File: config.mk
export PLATFORM = sky130hd
export DESIGN_NAME = dcache_tag_arbiter_flat
export DESIGN_NICKNAME = d
export VERILOG_FILES = /design/src/rtl/dcache_tag_arbiter_if.sv /design/src/rtl/dcache_tag_arbiter.sv /design/src/flat_wrapper.sv
export SDC_FILE = /design/constraint.sdc
export NUM_CORES = 1
export LEC_CHECK = 0
export CAP_MARGIN = 20
export CORE_AREA = 2 2 540 542
export DETAILED_ROUTE_END_ITERATION = 10
export DIE_AREA = 0 0 542 544
export PLACE_DENSITY = 0.3
export SLEW_MARGIN = 40
export SYNTH_ARGS = -nofsm -noshare
export SYNTH_HDL_FRONTEND = slang
export SYNTH_SLANG_ARGS = --single-unit
File: constraint.sdc
create_clock -name clk_i -period 7.2 [get_ports clk_i]
set_clock_uncertainty 0.2 [all_clocks]
set_input_delay 1.44 -clock clk_i [delete_from_list [all_inputs] [get_ports clk_i]]
set_output_delay 1.44 -clock clk_i [all_outputs]
set_load 0.1 [all_outputs]
File: src/rtl/dcache_tag_arbiter_if.sv
// Request/SRAM bus of the data-cache tag arbiter: N request ports in, one
// winner-driven SRAM port out, plus tag read data and the compare results.
interface dcache_tag_arbiter_if #(
    parameter int NR_PORTS   = 4,
    parameter int NR_WAYS    = 8,
    parameter int ADDR_WIDTH = 12,
    parameter int TAG_WIDTH  = 44,
    parameter int LINE_WIDTH = 128
);
    localparam int BE_W  = LINE_WIDTH / 8;
    localparam int IDX_W = (NR_WAYS > 1) ? $clog2(NR_WAYS) : 1;

    logic [NR_PORTS-1:0][NR_WAYS-1:0]    req_i;
    logic [NR_PORTS-1:0]                 gnt_o;
    logic [NR_PORTS-1:0][ADDR_WIDTH-1:0] addr_i;
    logic [NR_PORTS-1:0]                 we_i;
    logic [NR_PORTS-1:0][LINE_WIDTH-1:0] wdata_i;
    logic [NR_PORTS-1:0][BE_W-1:0]       be_i;
    logic [NR_PORTS-1:0][TAG_WIDTH-1:0]  tag_i;
    logic [NR_WAYS-1:0]                  req_o;
    logic [ADDR_WIDTH-1:0]               addr_o;
    logic                                we_o;
    logic [LINE_WIDTH-1:0]               wdata_o;
    logic [BE_W-1:0]                     be_o;
    logic [NR_WAYS-1:0][TAG_WIDTH-1:0]   rdata_tag_i;
    logic [NR_WAYS-1:0]                  rdata_valid_i;
    logic [NR_PORTS-1:0]                 sel_port_o;
    logic [NR_WAYS-1:0]                  hit_way_o;
    logic                                hit_o;
    logic [IDX_W-1:0]                    hit_idx_o;
    logic                                multi_hit_o;
    logic                                multi_hit_err_o;

    modport slave (
        input  req_i, addr_i, we_i, wdata_i, be_i, tag_i, rdata_tag_i, rdata_valid_i,
        output gnt_o, req_o, addr_o, we_o, wdata_o, be_o,
        output sel_port_o, hit_way_o, hit_o, hit_idx_o, multi_hit_o, multi_hit_err_o
    );

    modport master (
        output req_i, addr_i, we_i, wdata_i, be_i, tag_i, rdata_tag_i, rdata_valid_i,
        input  gnt_o, req_o, addr_o, we_o, wdata_o, be_o,
        input  sel_port_o, hit_way_o, hit_o, hit_idx_o, multi_hit_o, multi_hit_err_o
    );
endinterface

File: src/rtl/dcache_tag_arbiter.sv
// Single-winner arbiter (fixed priority with starvation promotion, or round-robin)
// in front of the tag/data SRAMs, with a one-cycle-later tag compare stage.
module dcache_tag_arbiter #(
    parameter int NR_PORTS     = 4,
    parameter int NR_WAYS      = 8,
    parameter int ADDR_WIDTH   = 12,
    parameter int TAG_WIDTH    = 44,
    parameter int LINE_WIDTH   = 128,
    parameter int RR_MODE      = 0,
    parameter int STARVE_LIMIT = 15
) (
    input  logic                 clk_i,
    input  logic                 rst_ni,
    dcache_tag_arbiter_if.slave  bus
);
    localparam int PW    = (NR_PORTS > 1) ? $clog2(NR_PORTS) : 1;
    localparam int CNT_W = $clog2(STARVE_LIMIT + 1);
    localparam int BE_W  = LINE_WIDTH / 8;
    localparam int IDX_W = (NR_WAYS > 1) ? $clog2(NR_WAYS) : 1;

    logic [NR_PORTS-1:0]            active;
    logic                           win_vld;
    logic [PW-1:0]                  win_idx;
    logic [PW-1:0]                  cand;
    logic [NR_PORTS-1:0]            gnt;
    logic                           we_win;
    logic [PW-1:0]                  rr_q, rr_d;
    logic [NR_PORTS-1:0][CNT_W-1:0] starve_q, starve_d;
    logic [NR_PORTS-1:0]            id_q;
    logic                           rd_q;
    logic                           err_q;
    logic [TAG_WIDTH-1:0]           sel_tag;
    logic [NR_WAYS-1:0]             hit_way;
    logic [IDX_W-1:0]               hit_idx;
    logic                           multi_hit;

    always_comb begin
        for (int p = 0; p < NR_PORTS; p++) active[p] = |bus.req_i[p];
    end

    // Winner selection: RR searches upward from rr_q; fixed mode lets the
    // lowest starved requester pre-empt plain lowest-index priority.
    always_comb begin
        win_vld = 1'b0;
        win_idx = '0;
        cand    = '0;
        if (RR_MODE != 0) begin
            for (int i = 0; i < NR_PORTS; i++) begin
                cand = PW'((int'(rr_q) + i) % NR_PORTS);
                if (!win_vld && active[cand]) begin
                    win_vld = 1'b1;
                    win_idx = cand;
                end
            end
        end else begin
            for (int p = 0; p < NR_PORTS; p++) begin
                if (!win_vld && active[p] && starve_q[p] == CNT_W'(STARVE_LIMIT)) begin
                    win_vld = 1'b1;
                    win_idx = PW'(p);
                end
            end
            for (int p = 0; p < NR_PORTS; p++) begin
                if (!win_vld && active[p]) begin
                    win_vld = 1'b1;
                    win_idx = PW'(p);
                end
            end
        end
    end

    always_comb begin
        gnt         = '0;
        bus.req_o   = '0;
        bus.addr_o  = '0;
        we_win      = 1'b0;
        bus.wdata_o = '0;
        bus.be_o    = '0;
        if (win_vld) begin
            gnt[win_idx] = 1'b1;
            bus.req_o    = bus.req_i[win_idx];
            bus.addr_o   = bus.addr_i[win_idx];
            we_win       = bus.we_i[win_idx];
            bus.wdata_o  = bus.wdata_i[win_idx];
            bus.be_o     = bus.be_i[win_idx];
        end
    end

    assign bus.gnt_o = gnt;
    assign bus.we_o  = we_win;

    always_comb begin
        rr_d = rr_q;
        if (RR_MODE != 0 && win_vld) begin
            if (win_idx == PW'(NR_PORTS - 1)) rr_d = '0;
            else                              rr_d = win_idx + 1'b1;
        end
    end

    always_comb begin
        starve_d = '0;
        for (int p = 0; p < NR_PORTS; p++) begin
            if (RR_MODE == 0 && active[p] && !gnt[p]) begin
                if (starve_q[p] == CNT_W'(STARVE_LIMIT)) starve_d[p] = starve_q[p];
                else                                     starve_d[p] = starve_q[p] + 1'b1;
            end
        end
    end

    // Registered stage: remember who won and whether its access was a read.
    always_ff @(posedge clk_i or negedge rst_ni) begin
        if (!rst_ni) begin
            id_q     <= '0;
            rd_q     <= 1'b0;
            rr_q     <= '0;
            starve_q <= '0;
            err_q    <= 1'b0;
        end else begin
            id_q     <= gnt;
            rd_q     <= win_vld & ~we_win;
            rr_q     <= rr_d;
            starve_q <= starve_d;
            err_q    <= err_q | multi_hit;
        end
    end

    // Compare stage: tag of the registered winner against every way.
    always_comb begin
        sel_tag = '0;
        for (int p = 0; p < NR_PORTS; p++) begin
            if (id_q[p]) sel_tag = bus.tag_i[p];
        end
        for (int w = 0; w < NR_WAYS; w++) begin
            hit_way[w] = rd_q & bus.rdata_valid_i[w] & (bus.rdata_tag_i[w] == sel_tag);
        end
        hit_idx = '0;
        for (int w = NR_WAYS - 1; w >= 0; w--) begin
            if (hit_way[w]) hit_idx = IDX_W'(w);
        end
        multi_hit = ($countones(hit_way) > 1);
    end

    assign bus.sel_port_o      = id_q;
    assign bus.hit_way_o       = hit_way;
    assign bus.hit_o           = |hit_way;
    assign bus.hit_idx_o       = hit_idx;
    assign bus.multi_hit_o     = multi_hit;
    assign bus.multi_hit_err_o = err_q | multi_hit;
endmodule

File: src/flat_wrapper.sv
// flat-port wrapper written by rule: the top's interface ports become plain ports
module dcache_tag_arbiter_flat 
#(
    parameter int NR_PORTS     = 4,
    parameter int NR_WAYS      = 8,
    parameter int ADDR_WIDTH   = 12,
    parameter int TAG_WIDTH    = 44,
    parameter int LINE_WIDTH   = 128,
    parameter int RR_MODE      = 0,
    parameter int STARVE_LIMIT = 15
)
  (clk_i, rst_ni, bus_req_i, bus_addr_i, bus_we_i, bus_wdata_i, bus_be_i, bus_tag_i, bus_rdata_tag_i, bus_rdata_valid_i, bus_gnt_o, bus_req_o, bus_addr_o, bus_we_o, bus_wdata_o, bus_be_o, bus_sel_port_o, bus_hit_way_o, bus_hit_o, bus_hit_idx_o, bus_multi_hit_o, bus_multi_hit_err_o);
  dcache_tag_arbiter_if #(.NR_PORTS(NR_PORTS), .NR_WAYS(NR_WAYS), .ADDR_WIDTH(ADDR_WIDTH), .TAG_WIDTH(TAG_WIDTH), .LINE_WIDTH(LINE_WIDTH)) bus_i ();
  input  logic clk_i;
  input  logic rst_ni;
  input wire logic [$bits(bus_i.req_i)-1:0] bus_req_i;
  input wire logic [$bits(bus_i.addr_i)-1:0] bus_addr_i;
  input wire logic [$bits(bus_i.we_i)-1:0] bus_we_i;
  input wire logic [$bits(bus_i.wdata_i)-1:0] bus_wdata_i;
  input wire logic [$bits(bus_i.be_i)-1:0] bus_be_i;
  input wire logic [$bits(bus_i.tag_i)-1:0] bus_tag_i;
  input wire logic [$bits(bus_i.rdata_tag_i)-1:0] bus_rdata_tag_i;
  input wire logic [$bits(bus_i.rdata_valid_i)-1:0] bus_rdata_valid_i;
  output wire logic [$bits(bus_i.gnt_o)-1:0] bus_gnt_o;
  output wire logic [$bits(bus_i.req_o)-1:0] bus_req_o;
  output wire logic [$bits(bus_i.addr_o)-1:0] bus_addr_o;
  output wire logic [$bits(bus_i.we_o)-1:0] bus_we_o;
  output wire logic [$bits(bus_i.wdata_o)-1:0] bus_wdata_o;
  output wire logic [$bits(bus_i.be_o)-1:0] bus_be_o;
  output wire logic [$bits(bus_i.sel_port_o)-1:0] bus_sel_port_o;
  output wire logic [$bits(bus_i.hit_way_o)-1:0] bus_hit_way_o;
  output wire logic [$bits(bus_i.hit_o)-1:0] bus_hit_o;
  output wire logic [$bits(bus_i.hit_idx_o)-1:0] bus_hit_idx_o;
  output wire logic [$bits(bus_i.multi_hit_o)-1:0] bus_multi_hit_o;
  output wire logic [$bits(bus_i.multi_hit_err_o)-1:0] bus_multi_hit_err_o;
  assign bus_i.req_i = bus_req_i;
  assign bus_i.addr_i = bus_addr_i;
  assign bus_i.we_i = bus_we_i;
  assign bus_i.wdata_i = bus_wdata_i;
  assign bus_i.be_i = bus_be_i;
  assign bus_i.tag_i = bus_tag_i;
  assign bus_i.rdata_tag_i = bus_rdata_tag_i;
  assign bus_i.rdata_valid_i = bus_rdata_valid_i;
  assign bus_gnt_o = bus_i.gnt_o;
  assign bus_req_o = bus_i.req_o;
  assign bus_addr_o = bus_i.addr_o;
  assign bus_we_o = bus_i.we_o;
  assign bus_wdata_o = bus_i.wdata_o;
  assign bus_be_o = bus_i.be_o;
  assign bus_sel_port_o = bus_i.sel_port_o;
  assign bus_hit_way_o = bus_i.hit_way_o;
  assign bus_hit_o = bus_i.hit_o;
  assign bus_hit_idx_o = bus_i.hit_idx_o;
  assign bus_multi_hit_o = bus_i.multi_hit_o;
  assign bus_multi_hit_err_o = bus_i.multi_hit_err_o;
  dcache_tag_arbiter #(.NR_PORTS(NR_PORTS), .NR_WAYS(NR_WAYS), .ADDR_WIDTH(ADDR_WIDTH), .TAG_WIDTH(TAG_WIDTH), .LINE_WIDTH(LINE_WIDTH), .RR_MODE(RR_MODE), .STARVE_LIMIT(STARVE_LIMIT)) u_core (.clk_i(clk_i), .rst_ni(rst_ni), .bus(bus_i));
endmodule
==> results.py <==
metrics = {
    "floorplan": {
        "fp.dieArea_um2": 295000,
        "die_h_um": 544,
        "io_pins": 1385,
        "rows": 198,
        "core_area_um2": 289000,
        "start_util_pct": 4.13,
        "fp.dieW_um": 542,
    },
    "synthesis": {
        "synth_common_cells": "356 x nand2_1, 230 x xnor2_1, 214 x nor2_1, 175 x a21oi_1, 169 x a221oi_1",
        "ys_seq_area_share_pct": 4.61,
        "ys.flop_type": "dfrtp_1",
        "netlist.area_leader.share_pct": 16.9,
        "synth_edf_count": 0,
        "yosysTopAreaCell": "xnor2_1",
        "synth_cell_type_count": 66,
        "yosys_warnings": 0,
        "syn_avg_cell_area_um2": 6.40,
        "synth_nets": 3086,
        "synth_most_common_cell": "nand2_1",
        "synth.area.top_cells": "xnor2_1 17%, a221oi_1 12%, nand2_1 11%",
        "ys_seq_elements": 22,
        "async_reset_ff_share_pct": 100,
        "netlist_area_um2": 12000,
        "syn_inst": 1868,
    },
    "power": {
        "p_leak_nw": 14.3,
        "p_per_area_nw_per_um2": 628,
        "switching_share_pct": 60.8,
        "p_clk_share_pct": 0.7,
        "power.switching_mw": 14.8,
        "power_frac_comb_pct": 98.3,
        "p_int_mw": 9.52,
        "power_frac_seq_pct": 1.0,
        "power.total_mw": 24.3,
        "vdd_drop_max_uv": 260,
    },
    "cts": {
        "cts_tree": "done",
        "h-tree-depth": 1,
        "clockBufferDepth": 2,
        "cts_made_buffers": 3,
        "cts.reportedPaths.clkPinSlew_ps": 70,
        "cts_sinks": 22,
        "cts-root-buf": "clkbuf_16",
        "clk_latency_ps": 280,
    },
    "run_status": {
        "status": "complete, but fails checks",
        "violations": "setup timing",
    },
    "setup_path": {
        "path_class": "input port to primary output",
        "cp_max_fo": 3,
        "r2r-end": "u_core.err_q",
        "reg2regPathDepth": 25,
        "max_stage_delay_ps": 490,
        "crit_slowest_cell": "a221o_1",
        "crit_top_cell": "buf_6",
        "crit_path_start_kind": "input port",
        "worst_setup_path_end_kind": "primary output",
        "r2r_slack_ps": 830,
        "cp.required_ps": 5560,
        "r2r_start": "u_core.bus.sel_port_o[1]",
        "arrival_ps": 6710,
    },
    "routing": {
        "vias_per_cell": 3.07,
        "wl_um": 209000,
        "vias": 23100,
        "route.detailed.drc": 0,
        "drt_first_iter_violations": 1157,
        "drtPass1Iterations": 6,
        "ant_nets": 0,
        "routedWlPerCell_um": 27.8,
    },
    "cells_and_area": {
        "area_growth_pct": 224,
        "nNetsFinal": 4905,
        "final_util_pct": 13.4,
        "drive_gt1_share_pct": 27.5,
        "final_cells": 7512,
    },
    "sta": {
        "fin_crit_ps": 8350,
        "drv_slew": 0,
        "post-route-period-util_pct": 116,
        "max_slew.worst_pin.slew_ps": 805,
        "finalHoldViolCount": 0,
        "fmax_mhz": 120,
        "rsz0062_at_grt": "true",
        "hold_ws_ps": 290,
        "fin_ws_ps": -1150,
        "max-slew-margin-rel_pct": 46.3,
        "setup_viol": 4,
    },
    "global_route": {
        "grt_pass1_wl_um": 260000,
        "grt_util_all_layers_pct": 13.4,
        "gr-total-overflow": 0,
        "first_global_vias": 24800,
        "antenna_found_initial": 87,
        "grt_max_degree": 74,
    },
    "hold_path": {
        "hp-start": "u_core.starve_q[0]",
        "whs_endpoint": "u_core.starve_q[0]",
        "worstHoldPathType": "flip-flop to flip-flop",
        "hold_depth": 1,
    },
    "placement": {
        "gp_congestion": 0.904,
        "port-buffer-count": 1384,
        "place_hpwl_um": 190000,
        "place_inst": 7412,
    },
    "flow_run": {
        "maxCapViolations": 0,
    },
}
## metrics by stage
stage,area [um2],worst slack [ps],TNS (ps)
after floorplan,12100,-1980,-3970
after global placement,36300,-2110,-5150
after detailed placement,36400,-2030,-4710
after CTS,37600,-1230,-4190
after global routing,38600,-1270,-3540
final,38700,-1150,-3210
## kinds of logic (layout without fill, tap and decap cells)
family | after synthesis | in the layout | synth area share [%]
multiplexers | 2 | 2 | 0.168
AO/OA/AOI/OAI | 471 | 471 | 29.2
adder cells (fa/ha/maj) | 20 | 20 | 2.35
buffers and inverters | 173 | 1991 | 6.15
other | 0 | 26 | 0
flip-flops | 22 | 22 | 4.61
AND/OR/NAND/NOR | 849 | 849 | 33.3
XOR/XNOR | 331 | 331 | 24.3
## state kept, by name, indices dropped and copies added (netlist names)
name / count
u_core.rd_q: 1
u_core.starve_q: 16
u_core.bus.sel_port_o: 4
u_core.err_q: 1
## repair_timing
action,CTS,global route
pin swaps,98,79
gates resized for setup,208,150
setup buffers,54,28
hold buffers,0,0
setup endpoints to repair,4,31
## layout make-up
cell class                      count  area, um2
Multi-Input combinational cell   1673      12200
Inverter                           28        118
Timing Repair Buffer             1959      20900
Fill cell                       33200     251000
Tap cell                         3800       4750
Clock inverter                      1       30.0
Antenna cell                       26       65.1
Sequential cell                    22        557
Clock buffer                        3       75.1
## cell usage in the layout (no fill, tap or decap), drive strengths merged, types with 4 or more instances in the layout
| cell | n |
|---|---|
| a211oi | 4 |
| a21oi | 175 |
| a221o | 11 |
| a221oi | 196 |
| a31oi | 6 |
| and2 | 4 |
| and3 | 5 |
| buf | 764 |
| clkbuf | 4 |
| clkdlybuf4s15 | 5 |
| clkdlybuf4s50 | 1113 |
| dfrtp | 22 |
| diode | 26 |
| dlygate4sd2 | 40 |
| dlymetal6s2s | 36 |
| fa | 4 |
| ha | 16 |
| inv | 28 |
| nand2 | 356 |
| nand3 | 18 |
| nand3b | 7 |
| nand4 | 82 |
| nand4b | 11 |
| nor2 | 224 |
| nor2b | 12 |
| nor3 | 27 |
| nor3b | 5 |
| nor4 | 47 |
| nor4bb | 4 |
| o21ai | 19 |
| o22ai | 35 |
| o31a | 4 |
| or2 | 4 |
| or3 | 10 |
| or4 | 16 |
| xnor2 | 230 |
| xor2 | 101 |
## metal layers
layer / wire length [um] / GRT usage, %
met5: 245 / 0
met4: 6420 / 3.58
met3: 13900 / 3.14
met1: 76400 / 14.2
met2: 112000 / 26.1
## worst max-delay path: cells and delay by family
kind	cells	cell delay, ps
fa+ha+maj	5	1780
simple gates	7	1620
buf+inv	11	1190
compound gates	1	490
xor+xnor	1	130
## worst max path at each step
stage / from / end / slack, ps / depth (start not counted)
detailed placement: bus_tag_i[107] / bus_multi_hit_err_o / -2030 / 24
global route: bus_tag_i[85] / bus_multi_hit_err_o / -1270 / 21
finish: bus_tag_i[28] / bus_multi_hit_err_o / -1150 / 25
global placement: bus_tag_i[107] / bus_multi_hit_err_o / -2110 / 24
CTS: bus_tag_i[28] / bus_multi_hit_err_o / -1230 / 22
floorplan: bus_tag_i[74] / bus_multi_hit_err_o / -1980 / 17
## power groups by stage
stage | registers [mW] | logic [mW] | clock network, mW
global route | 0.242 | 24.9 | 0.186
detailed placement | 0.234 | 23.0 | 0
floorplan | 0.287 | 10.4 | 0
global placement | 0.231 | 23.0 | 0
CTS | 0.232 | 23.8 | 0.183
finish | 0.233 | 23.9 | 0.170
Note: power is estimated with default switching activity, not from simulation.
